$ cat config.mk
export PLATFORM = sky130hd
export DESIGN_NAME = smg_scan_flat
export DESIGN_NICKNAME = d
export VERILOG_FILES = /design/src/rtl/smg_scan_if.sv /design/src/rtl/smg_scan.sv /design/src/flat_wrapper.sv
export SDC_FILE = /design/constraint.sdc
export NUM_CORES = 1
export LEC_CHECK = 0
export CAP_MARGIN = 10
export CORE_MARGIN = 2
export CORE_UTILIZATION = 63
export CTS_BUF_LIST = sky130_fd_sc_hd__clkbuf_8
export DETAILED_ROUTE_END_ITERATION = 16
export HOLD_SLACK_MARGIN = 0.12
export PLACE_DENSITY = 0.92
export SLEW_MARGIN = 25
export SYNTH_ARGS = -nofsm -noshare
export SYNTH_HDL_FRONTEND = slang
export SYNTH_SLANG_ARGS = --single-unit
$ cat constraint.sdc
create_clock -name clk -period 5.25 [get_ports clk]
set_input_delay 1.3125 -clock clk [delete_from_list [all_inputs] [get_ports clk]]
set_output_delay 1.3125 -clock clk [all_outputs]
set_load 0.005 [all_outputs]
$ cat src/rtl/smg_scan_if.sv
// Value-load handshake between a data source and the smg_scan display controller.
interface smg_scan_if;
  logic [15:0] data_in;
  logic        data_vld;
  logic        data_rdy;

  // Source side: presents a packed 4-digit value and watches for readiness.
  modport master (output data_in, output data_vld, input data_rdy);
  // Display side: consumes the value and reports whether it can take another.
  modport slave  (input data_in, input data_vld, output data_rdy);
endinterface

$ cat src/rtl/smg_scan.sv
// Four-digit seven-segment scan controller.
// Cycles through the digit slots and emits a registered (sel, key) pair.
// Incoming values are double-buffered, so the display only ever changes at a
// frame boundary and never shows a mix of old and new digits.
module smg_scan #(
  parameter int unsigned DIV_CNT  = 50000,
  parameter bit          BLANK_LZ = 1'b1
) (
  input  logic         clk,
  input  logic         rst_n,
  smg_scan_if.slave    bus,
  output logic [1:0]   sel,
  output logic [3:0]   key,
  output logic         frame_done
);

  logic [31:0] r_cnt;
  logic [1:0]  r_sel;
  logic [3:0]  r_key;
  logic        r_frame_done;
  logic [15:0] r_shadow;
  logic [15:0] r_active;
  logic        r_pending;

  logic        w_tick;
  logic        w_wrap;
  logic        w_accept;
  logic        w_commit;
  logic [1:0]  w_sel_next;
  logic [15:0] w_active_next;
  logic [3:0]  w_lz;
  logic [3:0]  w_nib;
  logic [3:0]  w_key_next;

  assign w_tick   = (r_cnt == DIV_CNT - 32'd1);
  assign w_wrap   = w_tick && (r_sel == 2'd3);
  assign w_accept = bus.data_vld && !r_pending;
  // An accept always sees pending low, so it can never coincide with a commit;
  // a value accepted on a wrap edge therefore waits for the next wrap.
  assign w_commit = w_wrap && r_pending;

  assign w_sel_next    = w_tick ? r_sel + 2'd1 : r_sel;
  assign w_active_next = w_commit ? r_shadow : r_active;

  // w_lz[s]: every digit from 3 down to s is zero; digit 0 is never blanked.
  assign w_lz[0] = 1'b0;
  generate
    for (genvar gi = 1; gi < 4; gi++) begin : g_lz
      assign w_lz[gi] = (w_active_next[15:4*gi] == '0);
    end
  endgenerate

  // Key for the slot being entered, derived from the value that will be active,
  // so key always agrees with sel and active in the same cycle.
  always_comb begin
    w_nib      = w_active_next[4*w_sel_next +: 4];
    w_key_next = w_nib;
    if (BLANK_LZ && w_lz[w_sel_next]) begin
      w_key_next = 4'hF;
    end
  end

  // Slot divider, slot select, double buffer and registered display outputs.
  always_ff @(posedge clk or negedge rst_n) begin
    if (!rst_n) begin
      r_cnt        <= '0;
      r_sel        <= '0;
      r_key        <= 4'h0;
      r_frame_done <= 1'b0;
      r_shadow     <= '0;
      r_active     <= '0;
      r_pending    <= 1'b0;
    end else begin
      r_cnt        <= w_tick ? '0 : r_cnt + 32'd1;
      r_sel        <= w_sel_next;
      r_key        <= w_key_next;
      r_frame_done <= w_wrap;
      r_active     <= w_active_next;
      if (w_accept) begin
        r_shadow  <= bus.data_in;
        r_pending <= 1'b1;
      end else if (w_commit) begin
        r_pending <= 1'b0;
      end
    end
  end

  assign bus.data_rdy = !r_pending;
  assign sel          = r_sel;
  assign key          = r_key;
  assign frame_done   = r_frame_done;

endmodule
$ cat src/flat_wrapper.sv
// flat-port wrapper written by rule: the top's interface ports become plain ports
module smg_scan_flat 
#(
  parameter int unsigned DIV_CNT  = 50000,
  parameter bit          BLANK_LZ = 1'b1
)
  (clk, rst_n, sel, key, frame_done, bus_data_in, bus_data_vld, bus_data_rdy);
  smg_scan_if bus_i ();
  input  logic clk;
  input  logic rst_n;
  output logic [1:0] sel;
  output logic [3:0] key;
  output logic frame_done;
  input wire logic [$bits(bus_i.data_in)-1:0] bus_data_in;
  input wire logic [$bits(bus_i.data_vld)-1:0] bus_data_vld;
  output wire logic [$bits(bus_i.data_rdy)-1:0] bus_data_rdy;
  assign bus_i.data_in = bus_data_in;
  assign bus_i.data_vld = bus_data_vld;
  assign bus_data_rdy = bus_i.data_rdy;
  smg_scan #(.DIV_CNT(DIV_CNT), .BLANK_LZ(BLANK_LZ)) u_core (.clk(clk), .rst_n(rst_n), .bus(bus_i), .sel(sel), .key(key), .frame_done(frame_done));
endmodule
==> impl_metrics.csv, run 1 <==
group,metric,value,unit
outcome,status,"complete, no violations",
min_path,worstHoldPathType,"register to register",
sta,fin_ws,2.42,ns
cells_and_area,design.final.nets,324,
global_routing,grt_antenna_before_repair,0,
synth,ys_seq_elements,72,
floorplan,design.die.area,5770,sq um
cells_and_area,num_antenna_cells,0,
synth,mappedNetlistNets,291,
sta,min_period,2.83,ns
critical_path,worst_endpoint_data_arrival_time,3.07,ns
sta,worst_clock_skew,0.00938,ns
synth,post_synth_simple_gate_area,16.2,%
clocking,cts_root_buffer,"sky130_fd_sc_hd__clkbuf_8",
clocking,cts.hold.buffers_added,0,
routing,post_drt_wl_per_cell,17.7,microns
synth,area_share_of_the_leading_cell_type_in_the_synthesized_netlist,55.2,%
sta,final_number_of_setup_violating_endpoints,0,
synth,synth-xor-area-share,8.32,%
power_and_ir_drop,net-switching-power,221,uW
floorplan,ioPinCount,27,
critical_path,critical_path_required,5.49,ns
floorplan,fp-row-count,26,
synth,syn-mean-instance-area,12.1,sq um
synth,mappedNetlistArea,3260,sq um
routing,total_via_count_after_detailed_routing,2234,
critical_path,crit_fanout,14,
synth,ys_types,45,
clocking,clockBufferDepth,2,
clocking,htree_num_levels,3,
critical_path,crit_start_category,"register",
clocking,cts_setup_buffers,0,
cells_and_area,instances_no_fill,377,
cells_and_area,drive_gt1_share,16.9,%
global_routing,grt_pass1_vias,2279,
floorplan,dieWidth,76.0,microns
clocking,numCtsBuffers,9,
sta,grt_setup_unrepaired,"false",
sta,final_hold_viol_count,0,
synth,ys_dominant_reg_cell,"sky130_fd_sc_hd__dfrtp_1",
clocking,cts_tree,"built",
routing,viasPerCell,5.93,
floorplan,dieHeight,76.0,microns
synth,yosys.area_share.adder,0.767,%
routing,drt_iter0_markers,164,
synth,post_synth_main_area_contributors,"sky130_fd_sc_hd__dfrtp_1 55%, sky130_fd_sc_hd__mux2_2 8.6%, sky130_fd_sc_hd__xor2_1 4.8%",
power_and_ir_drop,power.clock.fraction,37.9,%
synth,cells_after_synthesis,270,
routing,detail_route.drc_violations,0,
power_and_ir_drop,power_density,267,nW/um^2
critical_path,critical_path_class,"register to register",
placement,pre_cts_ws,2.47,ns
routing,finalWirelength,6.67,mm
placement,finalWeightedCongestion,0.881,
power_and_ir_drop,power.share.sequential,58.0,%
clocking,cts_sinks,72,
run,maxCapViolCount,0,
sta,max_slew.worst_pin.slew,0.956,ns
sta,report.final.slew_viol_count,0,
sta,portion_of_the_clock_cycle_consumed_by_the_worst_path_in_the_final_layout,53.9,%
synth,postSynth.asyncResetShare,100,%
synth,post_synth_mux_area_share,12.2,%
synth,yosysWarningCount,0,
power_and_ir_drop,cellInternalPower,786,uW
global_routing,aggregate_global_route_resource_usage,25.5,%
synth,synth-edff-count,0,
clocking,cts.reportedPaths.clkPinSlew,0.07,ns
global_routing,grt_overflow_total,0,
critical_path,setup.worst_path.end_class,"register",
routing,dr.pass1.iters,4,
global_routing,grt_start_max_net_pins,41,
sta,fmax,353,MHz
global_routing,global_route_wire_length_before_repair,11.5,mm
floorplan,initial_core_util,64.7,%
synth,netlist.top_cell.by_area,"sky130_fd_sc_hd__dfrtp_1",
sta,worst_max_slew_margin_expressed_relative_to_the_limit,35.6,%
synth,synth_compound_area_share,4.91,%
synth,combinational_family_with_the_most_area_after_synthesis,"simple AND/OR/NAND/NOR gates",
cells_and_area,flow.area_growth_from_synthesis,15.3,%
sta,accumulated_negative_setup_slack,0,ns
placement,detailed_place_hpwl,4.84,mm
sta,holdWs,0.496,ns
placement,portBuffers,26,
routing,ant_nets,0,
power_and_ir_drop,share_comb_of_total_power,4.0,%
power_and_ir_drop,power_switching_share,21.9,%
power_and_ir_drop,vdd_drop_max,0.229,mV
power_and_ir_drop,static-leakage-power,1.83,nW
cells_and_area,fillCellCount,314,
clocking,cts_repair_resizes,0,
placement,total_placed_cells_including_tap_cells,362,
power_and_ir_drop,power.total,1.01,mW
clocking,insertion_delay,0.34,ns
floorplan,design.core.area,5040,sq um
synth,synth.yosys.seq_area_share,55.2,%
==> cell type report <==
cell class	instances	area, sq um	area share (%)
inverters	13	48.8	1.30
clock inverters	4	21.3	0.565
flip-flops and latches	72	1800	47.9
well taps	70	87.6	2.33
repair buffers	28	270	7.18
clock buffers	11	151	4.02
multi-input cells	179	1380	36.7
==> power groups by stage <==
stage	Combinational, mW	Clock [mW]	Sequential (mW)
floorplan	0.0153	0	0.588
global placement	0.0399	0	0.593
detailed placement	0.0418	0	0.594
CTS	0.0422	0.389	0.584
global route	0.0459	0.409	0.586
finish	0.0407	0.382	0.584
==> worst max-delay path, stage by stage (launching register included) <==
cell	delay (ns)
sky130_fd_sc_hd__dfrtp_1	0.46
sky130_fd_sc_hd__nor4b_1	0.51
sky130_fd_sc_hd__nand4_1	0.20
sky130_fd_sc_hd__nor2_1	0.75
sky130_fd_sc_hd__a31oi_1	0.34
sky130_fd_sc_hd__o2bb2a_1	0.36
sky130_fd_sc_hd__o211ai_1	0.10
==> synth_stat cells (3+ instances only) <==
cell / number
sky130_fd_sc_hd__nor2_1: 18
sky130_fd_sc_hd__and4_1: 3
sky130_fd_sc_hd__and3_1: 5
sky130_fd_sc_hd__xnor2_1: 13
sky130_fd_sc_hd__nand3_1: 13
sky130_fd_sc_hd__xor2_1: 18
sky130_fd_sc_hd__dfrtp_1: 72
sky130_fd_sc_hd__mux2i_1: 10
sky130_fd_sc_hd__o211ai_1: 3
sky130_fd_sc_hd__nand2_1: 13
sky130_fd_sc_hd__nor4_1: 12
sky130_fd_sc_hd__nand4_1: 9
sky130_fd_sc_hd__mux2_2: 25
sky130_fd_sc_hd__clkbuf_1: 5
sky130_fd_sc_hd__a2bb2oi_1: 3
sky130_fd_sc_hd__inv_1: 13
==> path summary, 6_finish.rpt <==
path	slack [ns]	startpoint	to	cells past startpoint
max in group asynchronous	3.27	rst_n	u_core.r_cnt[17]	2
hold reg to reg	0.50	u_core.r_active[3]	u_core.r_active[3]	2
min in group asynchronous	1.02	rst_n	u_core.r_shadow[12]	1
setup / recovery	2.42	u_core.r_cnt[21]	u_core.key[1]	6
setup reg to reg	2.42	u_core.r_cnt[21]	u_core.key[1]	6
hold / removal	0.50	u_core.r_active[3]	u_core.r_active[3]	2
==> state kept, by name, summed over array words and instances, names as in the netlist <==
register           cells
u_core.r_cnt          32
u_core.key             4
u_core.sel             2
u_core.r_shadow       16
u_core.r_pending       1
u_core.r_active       16
u_core.frame_done      1
==> routing by layer <==
layer  vias up  GRT usage, %  share of wire (%)
li1       1031             -                  -
met1      1121          33.0                 43
met2        72          41.7                 51
met3        10          5.45                4.6
met4         0          11.6                1.7
met5         -             0                  0
==> through the flow <==
stage / cell area [sq um] / utilization [%]
final: 3760 / 74.6
after global routing: 3760 / 74.6
after CTS: 3760 / 74.6
after detailed placement: 3590 / 71.2
after global placement: 3590 / 71.2
after floorplan: 3260 / -
==> logic make-up after synthesis <==
family | count (synthesis)
muxes | 36
DFF | 72
buffers and inverters | 19
adders and majority gates | 2
AOI/OAI and AO/OA | 20
xor gates and xnor gates | 31
and+or+nand+nor | 90
==> placed cells by master (no fill, tap or decap), types with 12 or more instances in the layout <==
| cell type | instances |
|---|---|
| sky130_fd_sc_hd__clkdlybuf4s50_1 | 25 |
| sky130_fd_sc_hd__inv_1 | 14 |
| sky130_fd_sc_hd__nor4_1 | 12 |
| sky130_fd_sc_hd__xor2_1 | 18 |
| sky130_fd_sc_hd__nor2_1 | 18 |
| sky130_fd_sc_hd__nand3_1 | 13 |
| sky130_fd_sc_hd__xnor2_1 | 13 |
| sky130_fd_sc_hd__dfrtp_1 | 72 |
| sky130_fd_sc_hd__mux2_2 | 25 |
| sky130_fd_sc_hd__nand2_1 | 13 |
(Power assumes the default switching activity.)
==> run 2: changes to the inputs <==
Settings changed: CORE_UTILIZATION 63 to 54, PLACE_DENSITY 0.92 to 0.84.
Clock period 5.25 ns to 2.5 ns, I/O delays scaled along.
==> run 2 against run 1 <==
Net effect:
- sequential cell count unchanged
- utilization decreased by 7.7 points
- maximum frequency increased by 18%
- combinational power increased by 110%
- critical endpoint is now u_core.key[0]
==> impl_metrics.csv, run 2 (synthesized netlist as in run 1, its figures left out) <==
group,metric,value,unit
outcome,status,"complete, no violations",
critical_path,worst_endpoint_data_arrival_time,2.65,ns
placement,finalWeightedCongestion,0.934,
cells_and_area,design.final.nets,339,
run,maxCapViolCount,0,
power_and_ir_drop,vdd_drop_max,0.310,mV
clocking,numCtsBuffers,9,
critical_path,max_stage_delay,0.55,ns
routing,detail_route.drc_violations,0,
routing,post_drt_wl_per_cell,15.9,microns
critical_path,reg2reg_setup_slack,0.1,ns
cells_and_area,ff_latch_area,1800,sq um
placement,dpl-instance-area,3730,sq um
cells_and_area,flow.area_growth_from_synthesis,20.7,%
critical_path,setup.worst_path.end,"u_core.key[0]",
sta,worst_max_slew_margin_expressed_relative_to_the_limit,73.5,%
cells_and_area,layout.cell_area.non_filler,3940,sq um
critical_path,crit_path_cell_trace,"or4_1 -> nor4_4 -> buf_4 -> nand3_1 -> mux2i_2 -> o21ai_2 -> o211ai_1",
power_and_ir_drop,power_density,563,nW/um^2
sta,final_hold_viol_count,0,
placement,portBuffers,26,
global_routing,grt_pass1_vias,2262,
sta,grt_setup_unrepaired,"true",
global_routing,grt_overflow_total,0,
clocking,cts.reportedPaths.clkPinSlew,0.07,ns
sta,report.final.slew_viol_count,0,
cells_and_area,num_antenna_cells,0,
global_routing,grt_start_max_net_pins,73,
critical_path,timing.reg2reg.worst_path_depth,7,
clocking,cts_tree,"built",
global_routing,global_route_wire_length_before_repair,10.6,mm
clocking,htree_num_levels,3,
cells_and_area,reg_top3,"u_core.r_cnt (32), u_core.r_active (16), u_core.r_shadow (16)",
sta,accumulated_negative_setup_slack,0,ns
clocking,insertion_delay,0.34,ns
clocking,clockBufferDepth,2,
sta,max_slew.worst_pin.slew,0.387,ns
floorplan,dieWidth,81.7,microns
critical_path,rr_endpoint,"u_core.key[0]",
power_and_ir_drop,static-leakage-power,1.91,nW
sta,portion_of_the_clock_cycle_consumed_by_the_worst_path_in_the_final_layout,96.0,%
routing,ant_nets,0,
routing,viasPerCell,5.72,
routing,drt_iter0_markers,162,
sta,final_number_of_setup_violating_endpoints,0,
cells_and_area,drive_gt1_share,21.8,%
cells_and_area,layout_commonest_cell,"sky130_fd_sc_hd__dfrtp_1",
floorplan,dieHeight,81.7,microns
floorplan,design.core.area,5890,sq um
global_routing,aggregate_global_route_resource_usage,21.0,%
floorplan,initial_core_util,55.4,%
cells_and_area,largest_register_ff_count,32,
critical_path,critical_path_class,"register to register",
clocking,cts_sinks,72,
cells_and_area,multi_input_area,1390,sq um
critical_path,r2r_start,"u_core.r_cnt[19]",
critical_path,setup.worst_path.end_class,"register",
clocking,cts_setup_buffers,0,
placement,detailed_place_hpwl,4.39,mm
cells_and_area,fillCellCount,421,
cells_and_area,top_register,"u_core.r_cnt",
critical_path,critical_path_required,2.75,ns
critical_path,worstSetupStartpoint,"u_core.r_cnt[19]",
clocking,cts_root_buffer,"sky130_fd_sc_hd__clkbuf_8",
global_routing,grt_antenna_before_repair,0,
critical_path,timing.critical_path.slowest_stage_cell,"sky130_fd_sc_hd__or4_1",
cells_and_area,final_cell_mix,"72 x sky130_fd_sc_hd__dfrtp_1, 25 x sky130_fd_sc_hd__mux2_2, 25 x sky130_fd_sc_hd__clkdlybuf4s50_1, 18 x sky130_fd_sc_hd__nor2_1, 18 x sky130_fd_sc_hd__xor2_1",
routing,finalWirelength,6.31,mm
critical_path,crit_start_category,"register",
floorplan,design.die.area,6680,sq um
sta,worst_clock_skew,0.00919,ns
routing,total_via_count_after_detailed_routing,2264,
placement,pre_cts_ws,0.0323,ns
sta,fin_ws,0.0999,ns
critical_path,crit_fanout,5,
min_path,worstHoldPathType,"primary input to async pin",
sta,min_period,2.40,ns
floorplan,ioPinCount,27,
floorplan,fp-row-count,28,
sta,fmax,417,MHz
routing,dr.pass1.iters,4,
==> run 2: cell types whose count changed in the layout (fill, tap and decap cells not counted), sizes merged <==
| cell | change |
|---|---|
| inv | -1 |
| clkinv | -1 |
| buf | +15 |
| bufinv | +1 |
==> run 2: metrics by stage <==
stage | utilization [%] | std cells | hold WS (ns) | power [mW]
floorplan | - | 270 | 0.329 | 1.27
global placement | 63.5 | 382 | 0.459 | 1.33
detailed placement | 63.5 | 382 | 0.466 | 1.34
CTS | 66.8 | 396 | 0.311 | 2.25
global route | 66.9 | 396 | 0.323 | 2.30
finish | 66.9 | 396 | 0.288 | 2.22
==> run 2: layout make-up <==
cell class                      instances  area share [%]
Inverter                               13            1.24
Timing Repair Buffer                   43            10.4
Multi-Input combinational cell        179            35.4
Sequential cell                        72            45.7
Tap cell                               75            2.38
Clock buffer                           11            3.84
Clock inverter                          3            1.08
==> run 2: worst min-delay path by stage <==
stage                                to  cells past startpoint
floorplan             u_core.frame_done                      0
global placement       u_core.r_cnt[31]                      1
detailed placement     u_core.r_cnt[31]                      1
CTS                 u_core.r_shadow[13]                      2
global route        u_core.r_shadow[12]                      2
finish              u_core.r_shadow[11]                      2
==> run 2: routing by layer <==
metal | wire length, microns | track usage (%)
met4 | 162 | 10.2
met1 | 2600 | 25.5
met3 | 256 | 5.05
met2 | 3290 | 35.0
met5 | 0 | 0
==> run 2: critical path, delay by kind of cell (launching register included) <==
family                 cells  cell delay (ns)
multiplexers               1             0.33
flip-flops                 1             0.42
buffers and inverters      1             0.18
AO/OA/AOI/OAI              2             0.36
AND/OR/NAND/NOR            3             1.04
==> run 2: timing repair <==
item | 4_1_cts | 5_1_grt
gates resized for setup | 0 | 3
hold buffers | 0 | 0
setup endpoints to repair | 0 | 4
==> run 2: power by group <==
part           internal (mW)  leakage (nW)  switching [mW]
clock                  0.503        0.0973           0.403
combinational         0.0531         0.858          0.0339
sequential              1.20         0.955          0.0264
==> run 3: changes to the inputs <==
Settings changed: TNS_END_PERCENT set to 50.
==> results of run 3 <==
Same layout as run 2: the final DEF is identical, and so are final timing and power.
